## config.mk

```make
export PLATFORM = sky130hd
export DESIGN_NAME = ov_cfg_seq
export DESIGN_NICKNAME = d
export VERILOG_FILES = /design/src/rtl/ov_cfg_seq.sv
export SDC_FILE = /design/constraint.sdc
export NUM_CORES = 1
export LEC_CHECK = 0
export BUFFER_PORTS_ARGS = -buffer_cell sky130_fd_sc_hd__buf_2
export CORE_UTILIZATION = 59
export DETAILED_ROUTE_END_ITERATION = 12
export PLACE_DENSITY = 0.89
export REMOVE_ABC_BUFFERS = 1
export SETUP_SLACK_MARGIN = 0.4
export SLEW_MARGIN = 20
export SYNTH_ARGS = -nofsm -noshare
export SYNTH_HDL_FRONTEND = slang
export SYNTH_SLANG_ARGS = --single-unit
```

## constraint.sdc

```tcl
create_clock -name clk_sys -period 5.7 [get_ports clk_sys]
set_input_delay 0.855 -clock clk_sys [delete_from_list [all_inputs] [get_ports clk_sys]]
set_output_delay 0.855 -clock clk_sys [all_outputs]
set_load 0.01 [all_outputs]
```

## src/rtl/ov_cfg_seq.sv

```systemverilog
// OV sensor configuration sequencer: walks a {reg_addr, reg_val} table ROM and
// issues one SCCB register write per entry, with delay/end markers and NACK retry.
module ov_cfg_seq #(
  parameter int unsigned TBL_AW    = 8,
  parameter logic [7:0]  DEV_ADDR  = 8'h42,
  parameter int unsigned MAX_RETRY = 3,
  parameter int unsigned MS_US     = 1000,
  parameter int unsigned GAP_US    = 100
) (
  input  logic              clk_sys,
  input  logic              rst,
  input  logic              pluse_us,
  input  logic              start,
  output logic [TBL_AW-1:0] tbl_addr,
  input  logic [15:0]       tbl_data,
  output logic              iic_req,
  output logic [7:0]        iic_dev,
  output logic [7:0]        iic_reg,
  output logic [7:0]        iic_dat,
  input  logic              iic_done,
  input  logic              iic_nack,
  output logic              cfg_busy,
  output logic              cfg_done,
  output logic              cfg_err,
  output logic [TBL_AW-1:0] err_idx
);

  localparam int unsigned CW = 8 + $clog2(MS_US);
  localparam int unsigned RW = (MAX_RETRY < 1) ? 1 : $clog2(MAX_RETRY + 1);

  typedef enum logic [3:0] {
    IDLE, FETCH, LATCH, DECODE, WRITE, GAP, DELAY, DONE, ERR
  } state_t;

  state_t            r_state;
  logic [TBL_AW-1:0] r_idx;
  logic [RW-1:0]     r_retry;
  logic [15:0]       r_entry;
  logic [CW-1:0]     r_cnt;
  logic              r_req;
  logic [7:0]        r_iic_reg;
  logic [7:0]        r_iic_dat;
  logic              r_busy;
  logic              r_done;
  logic              r_err;
  logic [TBL_AW-1:0] r_err_idx;

  logic [7:0] w_ent_reg;
  logic [7:0] w_ent_val;
  logic       w_adv;
  logic       w_finish;

  assign w_ent_reg = r_entry[15:8];
  assign w_ent_val = r_entry[7:0];

  // Step to the next entry (or finish) is decided here once and applied after
  // the per-state updates so every state shares the same end-of-table handling.
  always_comb begin
    w_adv = 1'b0;
    case (r_state)
      DECODE:  w_adv = (w_ent_reg == 8'hFE) && (w_ent_val == '0);
      WRITE:   w_adv = iic_done && !iic_nack;
      DELAY:   w_adv = (r_cnt == '0);
      default: w_adv = 1'b0;
    endcase
    w_finish = ((r_state == DECODE) && (w_ent_reg == 8'hFF)) ||
               (w_adv && (r_idx == '1));
  end

  always_ff @(posedge clk_sys or posedge rst) begin
    if (rst) begin
      r_state   <= IDLE;
      r_idx     <= '0;
      r_retry   <= '0;
      r_entry   <= '0;
      r_cnt     <= '0;
      r_req     <= 1'b0;
      r_iic_reg <= '0;
      r_iic_dat <= '0;
      r_busy    <= 1'b0;
      r_done    <= 1'b0;
      r_err     <= 1'b0;
      r_err_idx <= '0;
    end else begin
      case (r_state)
        IDLE, DONE, ERR: begin
          if (start) begin
            r_state   <= FETCH;
            r_idx     <= '0;
            r_retry   <= '0;
            r_done    <= 1'b0;
            r_err     <= 1'b0;
            r_err_idx <= '0;
            r_busy    <= 1'b1;
          end
        end
        FETCH: r_state <= LATCH;
        LATCH: begin
          r_entry <= tbl_data;
          r_state <= DECODE;
        end
        DECODE: begin
          if (w_ent_reg == 8'hFE) begin
            if (w_ent_val != '0) begin
              r_cnt   <= CW'(w_ent_val) * CW'(MS_US);
              r_state <= DELAY;
            end
          end else if (w_ent_reg != 8'hFF) begin
            r_iic_reg <= w_ent_reg;
            r_iic_dat <= w_ent_val;
            r_req     <= 1'b1;
            r_state   <= WRITE;
          end
        end
        WRITE: begin
          if (iic_done) begin
            r_req <= 1'b0;
            if (!iic_nack) begin
              r_retry <= '0;
            end else if (r_retry < RW'(MAX_RETRY)) begin
              r_retry <= r_retry + RW'(1);
              r_cnt   <= CW'(GAP_US);
              r_state <= GAP;
            end else begin
              r_err_idx <= r_idx;
              r_err     <= 1'b1;
              r_busy    <= 1'b0;
              r_state   <= ERR;
            end
          end
        end
        GAP: begin
          if (r_cnt == '0) begin
            r_req   <= 1'b1;
            r_state <= WRITE;
          end else if (pluse_us) begin
            r_cnt <= r_cnt - CW'(1);
          end
        end
        DELAY: begin
          if ((r_cnt != '0) && pluse_us) r_cnt <= r_cnt - CW'(1);
        end
        default: r_state <= IDLE;
      endcase

      if (w_finish) begin
        r_state <= DONE;
        r_done  <= 1'b1;
        r_busy  <= 1'b0;
      end else if (w_adv) begin
        r_idx   <= r_idx + TBL_AW'(1);
        r_state <= FETCH;
      end
    end
  end

  assign tbl_addr = r_idx;
  assign iic_req  = r_req;
  assign iic_dev  = DEV_ADDR;
  assign iic_reg  = r_iic_reg;
  assign iic_dat  = r_iic_dat;
  assign cfg_busy = r_busy;
  assign cfg_done = r_done;
  assign cfg_err  = r_err;
  assign err_idx  = r_err_idx;

endmodule
```

### Yosys cells after proc, flatten, opt, wreduce, memory -nomap -nowiden

Index checks and enable logic that the tools add are counted.

* word-level logic and storage cells: 135
* input port bits: 22
* bits in registers: 76

* reduce and logical (&&, ||, !) cells: 27
* mux-type cells: 53
* multiply operators: 1
* bitwise gates (word level): 1
* add/sub/neg operators: 3
* equal/unequal tests: 37
* $lt $le $gt $ge: 1

Operators with widths (count)
* $mux W18: 8
* $pmux W18 S4: 1
* $mux W8: 8
* $mux W4: 10
* $pmux W4 S7: 1
* $eq A8 B8 Y1 const B: 3
* $ne A2 B2 Y1 const B: 11
* $logic_not A18 Y1: 1
* $ne A3 B3 Y1 const B: 6
* $reduce_bool A18 Y1: 1
* $sub A18 B1 Y18 const B: 1
* $eq A4 B3 Y1 const B: 4
* $ne A4 B4 Y1 const B: 4
* $pmux W8 S2: 1
* $mul A8 B7 Y15 const B: 1
* $mux W1: 15
* $reduce_and A5 Y1: 3
* $ne A5 B4 Y1 const B: 2
* $reduce_and A9 Y1: 1
* $add A8 B1 Y8 const B: 1
* $eq A4 B2 Y1 const B: 2
* $logic_not A8 Y1: 1
* $mux W2: 4
* $ne A8 B8 Y1 const B: 1
* other kinds (22): 32

### Longest topological paths before layout

* word-level depth: 7
* gate-level depth with buffers: 15

### Worst setup path after synthesis

Ideal clock, no wire load.

* kind: register -> register
* from: reg r_entry[1]
* to: reg r_cnt[17]
* buffers on the path: 0
* setup slack: 1638 ps
* cell stages (with the launch flop): 15
* period minus slack after synthesis: 4062 ps
* data arrival time: 3931 ps
* required time: 5570 ps
* cells stage by stage: dfrtp_1 > fa_1 > inv_1 > fa_1 > fa_1 > fa_1 > inv_1 > ha_1 > a2111oi_0 > o21ai_0 > o211ai_1 > o21ai_0 > xnor2_1 > a221oi_1 > a21oi_1

* cells in the longest elaborated chain, start to end: 4
* elaborated cells on any way between the ends: 7
* those cells by class: mul: 1; eq/ne: 1; mux: 3; reduce/logical: 2

Ends and longest elaborated chain
* start: declaration: line 38 `logic [15:0] r_entry;`
* start signal: assignment: line 99 `r_entry <= tbl_data;`
* $mul A8 B7 Y15: line 105 `r_cnt <= CW'(w_ent_val) * CW'(MS_US);`
* $mux W18: line 104 `if (w_ent_val != '0) begin`
* $mux W18: line 103 `if (w_ent_reg == 8'hFE) begin`
* $pmux W18 S4: line 85 `case (r_state)`
* end signal: assignment: line 105
* end signal: assignment: line 122 `r_cnt <= CW'(GAP_US);`
* end signal: assignment: line 137 `r_cnt <= r_cnt - CW'(1);`
* end: declaration: line 39 `logic [CW-1:0] r_cnt;`

Several ways; a longest one is shown, not always the timed one. The select of a mux whose other input is x is not followed.
A chain may end at the register's enable or synchronous reset.

### Final worst setup path

Ends and elaborated chain as after synthesis.

==> impl_metrics.csv <==
group,metric,value,unit
outcome,status,"complete, no violations",
synthesis,netlist_area,5191,µm²
global_route,groute.usage.overall,27.90,%
synthesis,yosysSeqAreaShare,36.64,%
worst_setup_path,cp_max_fo,7,
layout,synthToLayoutAreaGrowth,10.41,%
sta,final_max_slew_viol_count,0,
worst_setup_path,path_class,"reg -> reg",
clocking,cts_setup_buffers,0,
drt,route.detailed.drc,0,
drt,via_count,4276,
floorplanning,dieHeight,95.80,µm
sta,slew_headroom,36.24,%
floorplanning,start_util,61.93,%
job,maxCapViolations,0,
layout,nets,688,
sta,rsz0062_at_grt,"false",
floorplanning,die_w,95.80,µm
sta,fin_tns_setup,0,ns
synthesis,yosys_most_used_dff,"dfrtp_1",
drt,drt_iter0_drc,401,
drt,firstDrtPassIters,5,
synthesis,yosysTopAreaCell,"dfrtp_1",
hold_path,hold_class,"reg -> reg",
sta,finClkSkew,0.01291,ns
synthesis,yosysTopAreaCellShare,36.64,%
global_route,grt-ovfl-total,0,
global_route,grt_pass1_vias,4143,
synthesis,ys_ff_latch,76,
floorplanning,num_rows,33,
clocking,numCtsBuffers,9,
layout,largest_reg_flops,18,
clocking,worstSkewPairLatency,0.35,ns
place,dp_hpwl,8704,µm
clocking,htree_levels,3,
synthesis,synth.distinct_cells,53,
sta,hold_viol_final,0,
floorplanning,die-area,9178,µm²
worst_setup_path,critPathCaptureType,"flip-flop",
sta,worstMarginPinSlew,0.9564,ns
layout,largest_registers,"r_cnt x18, r_entry x16",
synthesis,synth_enable_flop_cells,0,
place,io_buffer_count,57,
synthesis,syn_inst,548,
drt,avgViaCountPerCell,6.040,
worst_setup_path,r2r_slack,1.18,ns
synthesis,synth.avg_cell_area,9.473,µm²
sta,setup_viol,0,
place,gp_routability_congestion,0.9292,
synthesis,async_flop_share,100.0,%
clocking,clock-sinks,76,
floorplanning,ioPinCount,66,
clocking,clock_path_buffers,2,
drt,postRouteAntennaNets,0,
global_route,antenna_found_initial,0,
hold_path,worstHoldStart,"cfg_err$_DFFE_PP0P_",
worst_setup_path,critPathLaunchType,"flip-flop",
drt,drt-total-wl,11940,µm
floorplanning,coreArea,8382,µm²
worst_setup_path,cp.arrival,4.74,ns
global_route,grt_max_degree,77,
synthesis,yosysWarnings,0,
clocking,root_buffer,"clkbuf_8",
worst_setup_path,reg2reg_from,"r_entry[1]$_DFFE_PP0P_",
worst_setup_path,crit_path_start,"r_entry[1]$_DFFE_PP0P_",
sta,finalCritPeriodShare,79.37,%
clocking,cts_tree,"yes",
layout,postLayoutCoreUtil,68.38,%
worst_setup_path,worst_ep_required_time,5.91,ns
synthesis,synth_area_leaders,"dfrtp_1 37%, ha_1 11%, fa_1 8.1%",
global_route,grt_first_pass_wirelength,19770,µm
clocking,clkTransAtPathRegs,0.08,ns
sta,layout_min_cycle_time,4.524,ns
clocking,hold_buffers,0,
layout,antennaDiodeCount,0,
layout,final_layout_size_suffix_gt1_share,16.92,%
sta,timing.fmax,0.2210,GHz
clocking,ctsResizeCount,0,
drt,avgRoutedWirePerCell,16.87,µm
layout,largest-register,"r_cnt",
per-layer routing:
metal | wire length (µm) | global-route usage [%] | vias to the layer above | share of wire (%)
li1 | - | - | 2004 | -
met4 | 342 | 12.31 | 0 | 2.9
met5 | 0 | 0 | - | 0
met3 | 696 | 4.976 | 36 | 5.8
met2 | 5836 | 45.54 | 188 | 49
met1 | 5066 | 36.43 | 2048 | 42
layout make-up:
type | instances | area (µm²)
clock buffer | 10 | 137.6
multi-input combinational | 402 | 2994
timing repair buffer | 61 | 315.3
sequential | 76 | 1902
clock inverter | 6 | 71.32
fill | 630 | 2650
inverter | 48 | 180.2
tap | 105 | 131.4
layout by cell type (no fill, tap or decap), types with 6 or more instances in the layout:
master,synthesis,routed
ha_1,47,47
buf_2,9,57
conb_1,2,8
nor3_1,16,15
nor2_1,21,21
fa_1,21,21
dfrtp_1,76,76
and3_1,6,6
a21oi_1,29,29
clkbuf_8,0,10
nand3_1,7,7
nand4_1,8,8
o21ai_0,71,71
inv_1,48,47
mux2_2,16,16
nand2_1,59,59
a21o_1,8,8
xnor2_1,12,12
critical path: stages, from the launching register on:
cell	delay, ns
dfrtp_1	0.50
fa_1	0.57
inv_1	0.08
fa_1	0.57
fa_1	0.46
fa_1	0.51
inv_1	0.04
ha_1	0.22
a2111oi_0	0.41
o21ai_0	0.16
o211ai_1	0.19
o21ai_0	0.17
xnor2_1	0.15
a221oi_1	0.29
a21oi_1	0.07
metrics by stage:
stage | hold slack, ns | worst slack (ns) | instance area (µm²) | std cells
after floorplan | 0.4713 | 1.607 | 5060 | 526
after global placement | 0.4572 | 1.465 | 5512 | 692
after detailed placement | 0.4642 | 1.260 | 5512 | 692
after CTS | 0.4836 | 1.222 | 5720 | 708
after global routing | 0.5085 | 0.8582 | 5732 | 708
final | 0.4809 | 1.176 | 5732 | 708
cells in the mapped netlist, types with 2 or more instances:
cell and n:
a221oi_1 2, or3_1 3, xnor2_1 12, and3_1 6, mux2i_1 4, and2_1 3, nor4_1 4, o31ai_1 3
fa_1 21, inv_1 48, conb_1 2, nand2_1 59, buf_2 9, nand4_1 8, nor2b_1 2, o21bai_1 5
nand2b_1 2, nor2_1 21, a31oi_1 5, o211ai_1 3, dfrtp_1 76, ha_1 47, o21ai_0 71, nor3_1 16
a21oi_1 29, a21o_1 8, a211oi_1 4, buf_4 8, clkbuf_1 10, mux2_2 16, a22oi_1 5, nand3_1 7
a32oi_1 5, xor2_1 5
worst paths after layout:
kind / end / cells after the start
hold / removal: cfg_err$_DFFE_PP0P_ / 1
min in group asynchronous: iic_reg[4]$_DFFE_PP0P_ / 3
hold reg to reg: cfg_err$_DFFE_PP0P_ / 1
setup reg to reg: r_cnt[17]$_DFFE_PP0P_ / 14
setup / recovery: r_cnt[17]$_DFFE_PP0P_ / 14
max in group asynchronous: r_cnt[6]$_DFFE_PP0P_ / 3
kinds of logic (layout without fill, tap and decap cells):
logic type	after synthesis	in the layout	share of synthesized area (%)
AOI/OAI and AO/OA	150	150	17.14
and+or+nand+nor	139	139	13.11
DFF	76	76	36.64
adders and majority gates	68	68	19.43
xor gates and xnor gates	17	17	2.868
muxes	20	20	4.242
other	2	8	0.1447
buffers and inverters	76	125	6.435
Power is not shown: default switching activity piles up to over one toggle a cycle in this logic, so the estimate is an artifact.
